<file path="config.mk">
export PLATFORM = sky130hd
export DESIGN_NAME = pmsm_pwm3_gen
export DESIGN_NICKNAME = d
export VERILOG_FILES = /design/src/rtl/pmsm_pkg.sv /design/src/rtl/pmsm_deadtime.sv /design/src/rtl/pmsm_pwm3_gen.sv
export SDC_FILE = /design/constraint.sdc
export NUM_CORES = 1
export LEC_CHECK = 0
export ABC_AREA = 1
export BUFFER_PORTS_ARGS = -buffer_cell sky130_fd_sc_hd__buf_4
export CORE_MARGIN = 10
export CORE_UTILIZATION = 60
export DETAILED_ROUTE_END_ITERATION = 8
export GPL_TIMING_DRIVEN = 0
export PLACE_DENSITY_LB_ADDON = 0.25
export SYNTH_ARGS = -nofsm -noshare
export SYNTH_HDL_FRONTEND = slang
export SYNTH_SLANG_ARGS = --single-unit
</file>
<file path="constraint.sdc">
create_clock -name clk -period 5.22 [get_ports clk]
set_input_delay 0.783 -clock clk [delete_from_list [all_inputs] [get_ports clk]]
set_output_delay 0.783 -clock clk [all_outputs]
set_load 0.02 [all_outputs]
</file>
<file path="src/rtl/pmsm_pkg.sv">
// Shared constants for the three-phase PWM generator: default widths,
// phase indices and carrier direction encoding.
package pmsm_pkg;

  localparam int unsigned CNT_W_DEF = 16;
  localparam int unsigned DT_W_DEF  = 8;

  localparam int unsigned NUM_PH = 3;
  localparam int unsigned PH_A   = 0;
  localparam int unsigned PH_B   = 1;
  localparam int unsigned PH_C   = 2;

  typedef enum logic {
    DIR_UP   = 1'b0,
    DIR_DOWN = 1'b1
  } dir_e;

endpackage

</file>
<file path="src/rtl/pmsm_deadtime.sv">
// Per-phase dead-time stage: turns a raw compare into a complementary hi/lo
// gate pair, holding both low for 'deadtime' cycles after every raw edge.
module pmsm_deadtime #(
  parameter int unsigned DT_W = 8
) (
  input  logic            clk,
  input  logic            rst,
  input  logic            raw,
  input  logic [DT_W-1:0] deadtime,
  output logic            hi,
  output logic            lo
);

  logic            raw_prev_q, raw_prev_d;
  logic [DT_W-1:0] dtcnt_q, dtcnt_d;
  logic            hi_q, hi_d;
  logic            lo_q, lo_d;

  // An edge (re)starts the blanking window; the selected side asserts on the
  // cycle the counter reaches zero, or immediately when deadtime is zero.
  always_comb begin
    raw_prev_d = raw;
    dtcnt_d    = dtcnt_q;
    hi_d       = 1'b0;
    lo_d       = 1'b0;
    if (raw != raw_prev_q) begin
      dtcnt_d = deadtime;
      if (deadtime == '0) begin
        hi_d = raw;
        lo_d = !raw;
      end
    end else if (dtcnt_q != '0) begin
      dtcnt_d = dtcnt_q - DT_W'(1);
      if (dtcnt_q == DT_W'(1)) begin
        hi_d = raw;
        lo_d = !raw;
      end
    end else begin
      hi_d = raw;
      lo_d = !raw;
    end
  end

  always_ff @(posedge clk) begin
    if (rst) begin
      raw_prev_q <= 1'b0;
      dtcnt_q    <= '0;
      hi_q       <= 1'b0;
      lo_q       <= 1'b0;
    end else begin
      raw_prev_q <= raw_prev_d;
      dtcnt_q    <= dtcnt_d;
      hi_q       <= hi_d;
      lo_q       <= lo_d;
    end
  end

  assign hi = hi_q;
  assign lo = lo_q;

endmodule

</file>
<file path="src/rtl/pmsm_pwm3_gen.sv">
// Three-phase centre-aligned PWM with staged/shadowed settings that switch
// only at the carrier valley, feeding three dead-time stages.
module pmsm_pwm3_gen
  import pmsm_pkg::*;
#(
  parameter int unsigned CNT_W = CNT_W_DEF,
  parameter int unsigned DT_W  = DT_W_DEF
) (
  input  logic             clk,
  input  logic             rst,
  input  logic             en,
  input  logic             load,
  input  logic [CNT_W-1:0] period,
  input  logic [CNT_W-1:0] duty_a,
  input  logic [CNT_W-1:0] duty_b,
  input  logic [CNT_W-1:0] duty_c,
  input  logic [DT_W-1:0]  deadtime,
  output logic [2:0]       phase_hi,
  output logic [2:0]       phase_lo,
  output logic             period_sync,
  output logic             load_ack
);

  logic [CNT_W-1:0] cnt_q, cnt_d;
  dir_e             dir_q, dir_d;

  logic [CNT_W-1:0]             stg_period_q, stg_period_d;
  logic [NUM_PH-1:0][CNT_W-1:0] stg_duty_q, stg_duty_d;
  logic [DT_W-1:0]              stg_dt_q, stg_dt_d;
  logic                         pend_q, pend_d;

  logic [CNT_W-1:0]             shd_period_q, shd_period_d;
  logic [NUM_PH-1:0][CNT_W-1:0] shd_duty_q, shd_duty_d;
  logic [DT_W-1:0]              shd_dt_q, shd_dt_d;

  logic sync_q, sync_d;
  logic ack_q, ack_d;

  logic                         valley_c;
  logic                         upd_c;
  logic                         run_c;
  logic [NUM_PH-1:0][CNT_W-1:0] duty_in_c;
  logic [NUM_PH-1:0]            raw_c;

  always_comb begin
    duty_in_c       = '0;
    duty_in_c[PH_A] = duty_a;
    duty_in_c[PH_B] = duty_b;
    duty_in_c[PH_C] = duty_c;
  end

  // A load landing on the valley wins over the pending transfer, so the
  // shadows keep their values for one more carrier.
  always_comb begin
    valley_c     = en && (cnt_q == '0);
    upd_c        = valley_c && pend_q && !load;
    stg_period_d = stg_period_q;
    stg_duty_d   = stg_duty_q;
    stg_dt_d     = stg_dt_q;
    pend_d       = pend_q;
    shd_period_d = shd_period_q;
    shd_duty_d   = shd_duty_q;
    shd_dt_d     = shd_dt_q;
    if (load) begin
      stg_period_d = period;
      stg_duty_d   = duty_in_c;
      stg_dt_d     = deadtime;
      pend_d       = 1'b1;
    end else if (upd_c) begin
      pend_d = 1'b0;
    end
    if (upd_c) begin
      shd_period_d = stg_period_q;
      shd_duty_d   = stg_duty_q;
      shd_dt_d     = stg_dt_q;
    end
  end

  // The valley cycle already belongs to the new carrier, so it runs on the
  // settings being transferred in that cycle.
  assign run_c = en && (shd_period_d >= CNT_W'(2));

  always_comb begin
    cnt_d = '0;
    dir_d = DIR_UP;
    if (run_c) begin
      if (dir_q == DIR_UP) begin
        if (cnt_q == shd_period_d - CNT_W'(1)) begin
          cnt_d = shd_period_d;
          dir_d = DIR_DOWN;
        end else begin
          cnt_d = cnt_q + CNT_W'(1);
        end
      end else begin
        dir_d = DIR_DOWN;
        if (cnt_q == CNT_W'(1)) begin
          cnt_d = '0;
          dir_d = DIR_UP;
        end else begin
          cnt_d = cnt_q - CNT_W'(1);
        end
      end
    end
  end

  // Strict compare going up, inclusive going down: exactly 2*D high cycles.
  always_comb begin
    raw_c = '0;
    for (int unsigned i = 0; i < NUM_PH; i++) begin
      if (run_c) begin
        raw_c[i] = (dir_q == DIR_UP) ? (cnt_q < shd_duty_d[i])
                                     : (cnt_q <= shd_duty_d[i]);
      end
    end
  end

  always_comb begin
    sync_d = (valley_c && run_c) || upd_c;
    ack_d  = upd_c;
  end

  always_ff @(posedge clk) begin
    if (rst) begin
      cnt_q        <= '0;
      dir_q        <= DIR_UP;
      stg_period_q <= '0;
      stg_duty_q   <= '0;
      stg_dt_q     <= '0;
      pend_q       <= 1'b0;
      shd_period_q <= '0;
      shd_duty_q   <= '0;
      shd_dt_q     <= '0;
      sync_q       <= 1'b0;
      ack_q        <= 1'b0;
    end else begin
      cnt_q        <= cnt_d;
      dir_q        <= dir_d;
      stg_period_q <= stg_period_d;
      stg_duty_q   <= stg_duty_d;
      stg_dt_q     <= stg_dt_d;
      pend_q       <= pend_d;
      shd_period_q <= shd_period_d;
      shd_duty_q   <= shd_duty_d;
      shd_dt_q     <= shd_dt_d;
      sync_q       <= sync_d;
      ack_q        <= ack_d;
    end
  end

  for (genvar g = 0; g < NUM_PH; g++) begin : g_dt
    pmsm_deadtime #(
      .DT_W(DT_W)
    ) u_dt (
      .clk      (clk),
      .rst      (rst),
      .raw      (raw_c[g]),
      .deadtime (shd_dt_d),
      .hi       (phase_hi[g]),
      .lo       (phase_lo[g])
    );
  end

  assign period_sync = sync_q;
  assign load_ack    = ack_q;

endmodule
</file>
==> results.txt <==
----------------------------------------------------
[Timing]
  Post-route worst hold slack ... 0.457 ns
  Max Clk Rate ... 202 MHz
  PnR worst setup slack ... 0.278 ns
  Minimum period implied by the final worst setup slack ... 4.94 ns
  Final sum of negative setup slack ... 0 ns
  Max-slew violation count ... 0
  Clock skew after layout ... 0.0197 ns
  RSZ-0062 raised after global routing ... yes
  Slew at the pin closest to its max-slew limit ... 0.868 ns
  Final critical-path share of the clock period ... 0.947
  Tightest slew margin relative to the limit ... 0.419
  Number of failing setup endpoints in the final timing report ... 0
  Final-report hold violation count ... 0

[Routing]
  Metal2 WL ... 14,000 um
  Wire length the detailed router placed on met1 ... ~14,000 um
  Avg WL per Cell ... around 17 um
  Total met3 wirelength after detailed routing ... 2010 um
  DR vias ... 10,200
  Router iterations before antenna repair ... 8
  Highest signal layer in the routed design ... met4
  Number of DRC markers after the initial detailed-route iteration ... 695
  Remaining design rule violation count ... 0
  DRT Wirelength ... 30,700 um
  Vias/cell ... 5.59
  Remaining antenna violation count ... 0

[Logic synthesis]
  Syn Std Cell Area ... 11,100 um^2
  Ys async rst share ... 0
  Post-synth EDFFs ... 0
  Count of state elements after synthesis ... 197
  Average cell area after synthesis ... 7.48 um^2
  Sequential cell area fraction in the yosys report ... 0.354
  Count of synthesis-stage warnings from yosys ... 0
  Library cells used by synthesis ... 53
  Net count of the mapped netlist ... ~1,600
  Prevailing post-synth register cell ... sky130_fd_sc_hd__dfxtp_1
  Cell count after synthesis ... 1,488

[Clocking]
  Buffers from clock root to sink, at most ... 2
  Clock insertion delay at the later pin of the skew report ... 0.45 ns
  Count of H-tree levels built during CTS ... 4
  CTS root buf ... sky130_fd_sc_hd__clkbuf_16
  Clock edge transition at the registers on the reported setup and hold paths ... around 0.08 ns
  Post-CTS setup buffers ... 0
  TritonCTS Buffers ... 17
  Cts repair resizes ... 0
  CTS tree ... yes
  Sinks on the clock net ... 197

[Cells and area]
  Final-layout fill cell count ... around 1,500
  Share of final-layout standard cells stronger than drive strength 1 ... 0.155
  Share of the core filled with cells in the final layout ... 0.700
  Antenna cell count ... 0
  Number of nets in the layout ... between 1,500 and 2,000
  Cell area after layout ... 12,700 um^2
  Area grow syn2layout ... 13.7%

[Die]
  Num rows ... 49
  Total core area ... around 18,000 um^2
  IO Pins ... 84
  Initial Utilization ... 0.615
  Die Outline Area ... about 24,000 um^2
  Die X ... 156 um
  Floorplan die height ... 156 um

[Power and ir drop]
  Leakage power of the design ... 6.14 nW
  Max IR drop VDD ... 250 uV
  Power density over cell area ... ~340 nW/um^2

[Worst setup path]
  Crit-path slowest cell ... sky130_fd_sc_hd__dfxtp_1
  Nature of the critical path startpoint ... register
  Most common cell type on the critical path ... sky130_fd_sc_hd__buf_2
  Critical Path RT ... approximately 5.6 ns
  Largest delay share family, worst path ... buffers and inverters
  Number of buffer and inverter stages on the critical path ... 7
  Data arrival time of the worst path ... approximately 5.3 ns
  Critical path start-end classification ... reg2reg
  Delay of the slowest cell on the worst path ... 0.61 ns
  Maximum net fanout on the critical path ... 10
  Setup crit end kind ... register

[Global route]
  Total GRT Usage ... 0.254
  Overflow after GRT ... 0
  First-pass GRT wire length ... 50,200 um
  Number of global-route vias before repair ... 9,957
  Largest net degree at the start of global routing ... 21
  Initial antenna violation count ... 0

[Placed design]
  Placed cell area ... 12,000 um^2
  HPWL Detailed ... 23,200 um
  Worst setup timing slack at the placement stage ... 0.446 ns
  Weighted congestion at the end of routability-driven global placement ... roughly 0.93
  Count of buffers from port buffering ... 83

[Outcome]
  Status ... finished clean

[Worst hold path]
  Kind of path behind the tightest hold check ... reg2reg

[Run]
  Max_cap viols ... 0

----------------------------------------------------
==> layout make-up <==
class | count | area, um^2 | share of cell area
Buffer | 62 | 357 | 0.0282
Multi-Input combinational cell | 1097 | 6330 | 0.501
Clock buffer | 17 | 425 | 0.0336
Inverter | 132 | 497 | 0.0393
Clock inverter | 15 | 186 | 0.0147
Sequential cell | 197 | 3940 | 0.312
Timing Repair Buffer | 83 | 623 | 0.0492
Tap cell | 229 | 287 | 0.0226
==> per-stage QoR <==
step	power, W	std cells
after floorplan	0.00268	1488
after CTS	0.00434	1832
after global routing	0.00459	1832
final	0.00435	1832
after global placement	0.00296	1800
after detailed placement	0.00299	1800
==> repair_timing <==
| action | 4_1_cts | 5_1_grt |
|---|---|---|
| hold buffers | 0 | 0 |
| setup endpoints to repair | 0 | 4 |
| endpoints found under the hold margin | 0 | 0 |
==> flip-flops by register name (all words and copies together) (netlist names), 3 cells and up <==
register	flops
stg_period_q	16
g_dt.u_dt.hi	3
g_dt.u_dt.lo	3
g_dt.u_dt.dtcnt_q	24
stg_duty_q	48
shd_period_q	16
shd_dt_q	8
g_dt.u_dt.raw_prev_q	3
stg_dt_q	8
shd_duty_q	48
cnt_q	16
==> Yosys cell counts, types with 36 or more instances <==
master,count,area [um^2]
sky130_fd_sc_hd__a21oi_1,75,375
sky130_fd_sc_hd__dfxtp_1,197,3940
sky130_fd_sc_hd__ha_1,63,788
sky130_fd_sc_hd__inv_1,124,465
sky130_fd_sc_hd__mux2i_1,45,450
sky130_fd_sc_hd__nand2_1,229,860
sky130_fd_sc_hd__nand2_2,36,225
sky130_fd_sc_hd__nand3_1,56,280
sky130_fd_sc_hd__nand4_1,44,275
sky130_fd_sc_hd__nor2_1,278,1040
sky130_fd_sc_hd__o21ai_0,99,495
sky130_fd_sc_hd__xor2_1,45,394
==> worst min-delay path, cell delays in order, from the launching register on <==
cell and delay, ns:
sky130_fd_sc_hd__dfxtp_1 0.30, sky130_fd_sc_hd__inv_1 0.06, sky130_fd_sc_hd__a21oi_1 0.06
==> per-layer routing <==
metal | vias to the layer above | track usage
li1 | 5083 | -
met1 | 4743 | 0.326
met2 | 345 | 0.409
met3 | 76 | 0.0474
met4 | 0 | 0.110
met5 | - | 0
==> kinds of logic (layout without fill, tap and decap cells) <==
family                   Yosys count  after routing  share of synthesized area
XOR/XNOR                          48             48                     0.0378
multiplexers                      45             45                     0.0405
AO/OA/AOI/OAI                    213            213                      0.106
flip-flops                       197            197                      0.354
AND/OR/NAND/NOR                  728            728                      0.314
buffers and inverters            194            309                     0.0767
adder cells (fa/ha/maj)           63             63                     0.0708
==> final timing paths <==
| kind | startpoint | end | slack [ns] | cells after the start |
|---|---|---|---|---|
| min reg2reg | stg_dt_q[3] | stg_dt_q[3] | 0.46 | 2 |
| max | cnt_q[1] | g_dt[1].u_dt.dtcnt_q[0] | 0.28 | 25 |
| min | stg_dt_q[3] | stg_dt_q[3] | 0.46 | 2 |
| max reg2reg | cnt_q[1] | g_dt[1].u_dt.dtcnt_q[0] | 0.28 | 25 |
==> power breakdown <==
part / switching [W] / total [W] / leakage (nW) / internal, W
clock: 0.000667 / 0.00136 / 0.293 / 0.000690
sequential: 0.0000778 / 0.00171 / 1.61 / 0.00163
combinational: 0.000796 / 0.00128 / 4.23 / 0.000484
total: 0.00154 / 0.00435 / 6.14 / 0.00281
==> cells in the final DEF, fill, tap and decap left out, types with 16 or more instances in the layout <==
cell / n
sky130_fd_sc_hd__o21ai_0: 99
sky130_fd_sc_hd__nand4_1: 44
sky130_fd_sc_hd__mux2i_1: 45
sky130_fd_sc_hd__buf_4: 89
sky130_fd_sc_hd__nor2_1: 278
sky130_fd_sc_hd__nand2_2: 36
sky130_fd_sc_hd__xor2_1: 45
sky130_fd_sc_hd__clkbuf_1: 33
sky130_fd_sc_hd__nor3_1: 16
sky130_fd_sc_hd__ha_1: 63
sky130_fd_sc_hd__nand3_1: 56
sky130_fd_sc_hd__nand2_1: 229
sky130_fd_sc_hd__a21oi_1: 75
sky130_fd_sc_hd__dfxtp_1: 197
sky130_fd_sc_hd__inv_1: 124
sky130_fd_sc_hd__clkbuf_16: 17
Note: power is estimated with default switching activity, not from simulation.
